<file path="src/rtl/handshake_cond_br_buf_pkg.sv">
// Shared constants and helpers for the conditional branch buffer.
// Latency: n/a (declarations only).
// Backpressure: n/a.
package handshake_cond_br_buf_pkg;

    // The join merges exactly two tokens: condition and data.
    localparam int JOIN_SIZE = 2;

    // Occupancy update for a FIFO that may push and pop in the same cycle.
    // A simultaneous push and pop leaves the count unchanged.
    function automatic logic [1:0] count_upd(input logic [1:0] cnt,
                                             input logic       push,
                                             input logic       pop);
        logic [1:0] res;
        res = cnt;
        if (push && !pop) begin
            res = cnt + 2'd1;
        end else if (pop && !push) begin
            res = cnt - 2'd1;
        end
        return res;
    endfunction

endpackage

</file>
<file path="src/rtl/handshake_cond_br_buf_join.sv">
// Join of SIZE valid/ready inputs into one output token.
// Latency: 0 cycles (purely combinational).
// Backpressure: each input is ready only when the output is ready and all other inputs are valid.
// Ports: ins_valid/ins_ready per input, outs_valid/outs_ready for the joined token.
module join_type #(
    parameter int SIZE = 2
) (
    input  logic [SIZE-1:0] ins_valid,
    input  logic            outs_ready,
    output logic [SIZE-1:0] ins_ready,
    output logic            outs_valid
);

    always_comb begin
        outs_valid = &ins_valid;
        ins_ready  = '0;
        for (int i = 0; i < SIZE; i++) begin
            ins_ready[i] = outs_ready;
            for (int j = 0; j < SIZE; j++) begin
                if (j != i) begin
                    ins_ready[i] = ins_ready[i] & ins_valid[j];
                end
            end
        end
    end

endmodule

</file>
<file path="src/rtl/handshake_cond_br_buf.sv">
// Conditional branch with a 2-entry buffer: joins {condition, data} and steers data to the true or false output.
// Latency: 1 cycle from push to output valid; sustains 1 token/cycle.
// Backpressure: input readies depend only on FIFO fullness, never on output readies.
// Ports: condition/data (+valid/ready) in; trueOut/falseOut (+valid/ready) out; clk, rst (async, active-low).
module handshake_cond_br_buf
    import handshake_cond_br_buf_pkg::*;
#(
    parameter int DATA_TYPE = 32
) (
    input  logic                 clk,
    input  logic                 rst,
    input  logic                 condition,
    input  logic                 condition_valid,
    input  logic [DATA_TYPE-1:0] data,
    input  logic                 data_valid,
    input  logic                 trueOut_ready,
    input  logic                 falseOut_ready,
    output logic                 condition_ready,
    output logic                 data_ready,
    output logic [DATA_TYPE-1:0] trueOut,
    output logic                 trueOut_valid,
    output logic [DATA_TYPE-1:0] falseOut,
    output logic                 falseOut_valid
);

    localparam int DEPTH = 2;

    logic [DATA_TYPE-1:0] data_mem_q [DEPTH];
    logic [DATA_TYPE-1:0] data_mem_d [DEPTH];
    logic [DEPTH-1:0]     cond_mem_q;
    logic [DEPTH-1:0]     cond_mem_d;
    logic                 wr_ptr_q, wr_ptr_d;
    logic                 rd_ptr_q, rd_ptr_d;
    logic [1:0]           count_q, count_d;

    logic                 full;
    logic                 joined_vld;
    logic [JOIN_SIZE-1:0] join_rdy;
    logic                 push;
    logic                 pop;
    logic                 head_cond;
    logic                 not_empty;

    // Fullness comes from registered state only, so no ready path runs
    // combinationally from the outputs back to the inputs.
    assign full = (count_q == 2'(DEPTH));

    join_type #(
        .SIZE(JOIN_SIZE)
    ) u_join (
        .ins_valid  ({data_valid, condition_valid}),
        .outs_ready (~full),
        .ins_ready  (join_rdy),
        .outs_valid (joined_vld)
    );

    assign condition_ready = join_rdy[0];
    assign data_ready      = join_rdy[1];

    assign not_empty = (count_q != 2'd0);
    assign head_cond = cond_mem_q[rd_ptr_q];

    assign trueOut_valid  = not_empty & head_cond;
    assign falseOut_valid = not_empty & ~head_cond;
    assign trueOut        = data_mem_q[rd_ptr_q];
    assign falseOut       = data_mem_q[rd_ptr_q];

    assign push = joined_vld & ~full;
    // Only the ready of the side currently selected by the head matters.
    assign pop  = (trueOut_valid & trueOut_ready) | (falseOut_valid & falseOut_ready);

    always_comb begin
        data_mem_d = data_mem_q;
        cond_mem_d = cond_mem_q;
        wr_ptr_d   = wr_ptr_q;
        rd_ptr_d   = rd_ptr_q;
        if (push) begin
            data_mem_d[wr_ptr_q] = data;
            cond_mem_d[wr_ptr_q] = condition;
            wr_ptr_d             = ~wr_ptr_q;
        end
        if (pop) begin
            rd_ptr_d = ~rd_ptr_q;
        end
        count_d = count_upd(count_q, push, pop);
    end

    always_ff @(posedge clk or negedge rst) begin
        if (!rst) begin
            for (int i = 0; i < DEPTH; i++) begin
                data_mem_q[i] <= '0;
            end
            cond_mem_q <= '0;
            wr_ptr_q   <= 1'b0;
            rd_ptr_q   <= 1'b0;
            count_q    <= 2'd0;
        end else begin
            data_mem_q <= data_mem_d;
            cond_mem_q <= cond_mem_d;
            wr_ptr_q   <= wr_ptr_d;
            rd_ptr_q   <= rd_ptr_d;
            count_q    <= count_d;
        end
    end

endmodule

</file>
<file path="config.mk">
export PLATFORM = sky130hd
export DESIGN_NAME = handshake_cond_br_buf
export DESIGN_NICKNAME = d
export VERILOG_FILES = /design/src/rtl/handshake_cond_br_buf_pkg.sv /design/src/rtl/handshake_cond_br_buf_join.sv /design/src/rtl/handshake_cond_br_buf.sv
export SDC_FILE = /design/constraint.sdc
export NUM_CORES = 1
export LEC_CHECK = 0
export ABC_AREA = 1
export BUFFER_PORTS_ARGS = -buffer_cell sky130_fd_sc_hd__buf_2
export CORE_UTILIZATION = 51
export CTS_CLUSTER_DIAMETER = 60
export DETAILED_ROUTE_END_ITERATION = 8
export HOLD_SLACK_MARGIN = 0.08
export PLACE_DENSITY = 0.79
export SLEW_MARGIN = 10
export SYNTH_ARGS = -nofsm -noshare
export SYNTH_HDL_FRONTEND = slang
export SYNTH_SLANG_ARGS = --single-unit
</file>
<file path="constraint.sdc">
create_clock -name clk -period 2.3 [get_ports clk]
set_clock_uncertainty 0.2 [all_clocks]
set_input_delay 0.46 -clock clk [delete_from_list [all_inputs] [get_ports clk]]
set_output_delay 0.46 -clock clk [all_outputs]
set_load 0.05 [all_outputs]
</file>
# Yosys cells after proc, flatten, opt, wreduce, memory -nomap -nowiden
# Cells that the tools add are included.
# word_totals
regBits	70
input_bits	39
output_inout_bits	68
word_cells	51
# classes
n_addsub	2
order_cmp	6
eq_ne	1
muxes	13
bitwise_logic	14
n_reduce_logical	9
# op_table
cell	count
$mux 32	4
$bwmux 64	1
$demux 32 s1	1
$and 1x1->1	7
$ge 2x2->1 const B	2
$logic_and 1x1->1	4
$lt 1x2->1 const B	2
$mux 2	2
$not 1->1	4
$not 1->2	2
$reduce_bool 2->1	2
$mux 1	3
$add 2x1->2 const B	1
$bwmux 2	1
$eq 2x2->1 const B	1
$logic_not 1->1	2
$lt 2x1->1 const B	1
$reduce_and 2->1	1
$sub 2x1->2 const B	1
$demux 1 s1	1
$ge 1x1->1 const B	1
$or 1x1->1	1

# Logic depth before layout (Yosys ltp)
# depth
depth_word	9
mapped_depth	12
depth_no_buf	11

# Cells and area by module
# Synthesis repeated with hierarchy kept, for this count alone.
# hier_totals
hier_cells	425
hier_area_um2	3413.3
# by_module_without_submodules
module	instances	cells_per_inst	area_each_um2	seq_area_each_um2
handshake_cond_br_buf	1	419	3390.8	1751.7
join_type	1	6	22.5	0.0

# Least setup slack after synthesis
# Ideal clock, no wire load.
# synth_timing
path_type	input to output
start	in data_valid
end	out condition_ready
arrival_time_ns	1.599
t_required_ns	1.640
slack_ns	0.041
stages	1
n_path_buf	0
path_cell_list	a21boi_0
# synth_between
elab_chain_cells	1
# synth_lines
element	line	source
from (decl)	handshake_cond_br_buf.sv:15	input logic data_valid,
$and 1x1->1	handshake_cond_br_buf_join.sv:21	ins_ready[i] = ins_ready[i] & ins_valid[j];
to (decl)	handshake_cond_br_buf.sv:18	output logic condition_ready,
# Every way passes these cells.

# Worst setup path after layout
# layout_timing
start	reg rd_ptr_q
end	out falseOut[13]
# layout_between
elab_chain_cells	4
# layout_lines
element	line	source
from (decl)	handshake_cond_br_buf.sv:33	logic rd_ptr_q, rd_ptr_d;
from (signal assigned)	handshake_cond_br_buf.sv:101	rd_ptr_q <= rd_ptr_d;
$not 1->2 (implied by the code)	handshake_cond_br_buf.sv:66	assign falseOut = data_mem_q[rd_ptr_q];
$mux 32 (implied by the code) (3 in a row)	handshake_cond_br_buf.sv:66	
to (decl)	handshake_cond_br_buf.sv:22	output logic [DATA_TYPE-1:0] falseOut,
# Every way passes these cells. The select of a mux whose other input is x is not followed.

==> results.yml <==
outcome:
  run_status: "complete, but fails checks"
  failed_checks: "design-rule violations"
cells_and_area:
  final_core_utilization_pct: 62.7
  stdcell_count: 581
  mostFrequentLayoutCell: "nand2_1"
  post_route_cells_drive_above_1_share_pct: 32.3
  area.growth.synth_to_final_pct: 16.1
  diodes: 0
  final_cell_mix: "nand2_1, buf_2, dfrtp_1"
  num-nets-final: 539
floorplanning:
  io_pins: 107
  floorplan.die.height_um: 84.9
  core_mm2: 0.00649
  die_width_um: 84.9
  floorplan.initialDensity_pct: 54.0
  core.rowCount: 29
  die_area_mm2: 0.00721
timing:
  report.final.setup_viol: 0
  maxSlewViolCount: 0
  slew_headroom_pct: 71.7
  fin_tns_setup_ps: 0
  timing_hold_violations_final: 0
  hold_slack_ps: 162
  fmaxAchievable_ghz: 0.452
  finalWorstPathRequiredPeriod_ps: 2210
  final.period_utilization_pct: 96.3
  timing_worst_slew_pin_value_ps: 425
synth:
  postSynthRegisterBits: 70
  yosysWarnings: 0
  synth.top_cell.area_share_pct: 49.9
  yosysTopAreaCell: "dfrtp_1"
  synthDistinctLibCells: 24
  area_of_the_mapped_netlist_mm2: 0.00351
  synth_fp_nets: 464
  syn_area_per_cell_um2: 8.27
  post_synth_inst_count: 424
  seq_area_frac_synth_pct: 49.9
  netlist_top_cells_area: "dfrtp_1, nand2_1, buf_4"
critical_path:
  worst-endpoint-arrival_ps: 1550
  crit_path_max_fanout: 11
  crit_required_ps: 1640
  start_kind: "flop"
  crit_path_end_kind: "output pin"
  worstSetupPathType: "reg2out"
drt:
  drt.antenna.violating_nets: 0
  vias: 2776
  detail_route.first_pass.iterations: 7
  routed_via_density: 4.78
  wl_per_cell_um: 12.1
  drt_drc_violations_left: 6
  drt_iter0_drc: 206
  wirelength_um: 7010
clocking:
  num_cts_buffers: 9
  clock_latency_ps: 340
  clock_tree.buffer_depth: 2
  path_clk_slew_ps: 80
  buffers_inserted_by_post_cts_timing_repair: 0
  cts_tree: "done"
  htree_num_levels: 3
  clock_sinks: 70
  clock_root_buffer: "clkbuf_8"
grt:
  grt_use_total_pct: 21.2
  grt_pass1_wl_um: 11900
  grt_start_max_net_pins: 71
  antenna_found_initial: 0
  first_global_vias: 2627
  globalRouteOverflowTotal: 0
placed_design:
  place_congestion: 0.800
  place.detailed.hpwl_um: 4750
  count_of_placed_standard_cells_including_taps: 564
  port_buffers: 106
hold_path:
  worst_hold_path_type: "in2reg"
run:
  max_cap_viols: 0
[routing by layer]
metal	track usage, %	share of wire (%)	vias to the layer above
li1	-	-	1420
met1	26.8	46	1268
met2	36.1	48	77
met3	3.31	4.1	11
met4	9.55	2.1	0
met5	0	0	-
[cells in the mapped netlist]
library cell	instances
nor2_1	2
dfrtp_1	70
a21oi_1	2
buf_1	1
nand3_1	3
clkbuf_1	5
o21ai_0	6
clkinv_1	1
inv_2	1
xnor2_1	1
buf_4	32
nand2_4	4
nand2_1	170
nand2_2	7
inv_6	1
buf_6	9
inv_1	39
xor2_1	1
ha_1	1
o21ai_1	43
o21ai_2	17
a21boi_0	2
buf_2	5
clkbuf_2	1
[worst paths after layout]
path,startpoint,endpoint,slack [ps],cells after the start
worst max-delay path,rd_ptr_q,falseOut[13],90,5
max in group asynchronous,rst,data_mem_q[53],1120,3
worst min register to register,data_mem_q[17],data_mem_q[17],290,2
worst min-delay path,data[9],data_mem_q[41],160,3
min in group asynchronous,rst,count_q[0],460,3
worst max register to register,rd_ptr_q,count_q[1],290,10
[metrics by stage]
step                      area, um2  setup slack (ps)
after global placement         3840               381
after detailed placement       3840               326
after global routing           4070             -12.2
after floorplan                3510              40.9
after CTS                      4060              23.3
final                          4070              86.1
[state kept, by name (all words and copies together) (netlist names)]
name	count
data_mem_q	64
wr_ptr_q	1
cond_mem_q	2
count_q	2
rd_ptr_q	1
[what timing repair did]
action / CTS / global route
hold endpoints to repair: 70 / 0
endpoints found under the setup margin: 41 / 28
hold buffers: 1 / 0
gates resized for setup: 1 / 5
[critical path, stage by stage, from the launching register on]
cell and delay [ps]:
dfrtp_1 430, clkinv_2 150, buf_4 200, nand2_1 70, nand2_1 90, buf_2 270
[cell type report]
type                       count  area (um2)
clock buffer                  11         151
sequential                    70        1750
inverter                      42         164
tap                           77        96.3
clock inverter                 5        56.3
fill                         599        2420
timing repair buffer         117         654
multi-input combinational    259        1200
[cell families after synthesis]
kind of cell / share of synthesized area [%]
buffers and inverters: 15.9
xor gates and xnor gates: 0.500
DFF: 49.9
adders and majority gates: 0.357
and+or+nand+nor: 21.4
AOI/OAI and AO/OA: 12.0
Power is left out: the tool's default activity adds up to more than one toggle a clock period on the data nets, which glitch-free logic cannot reach.
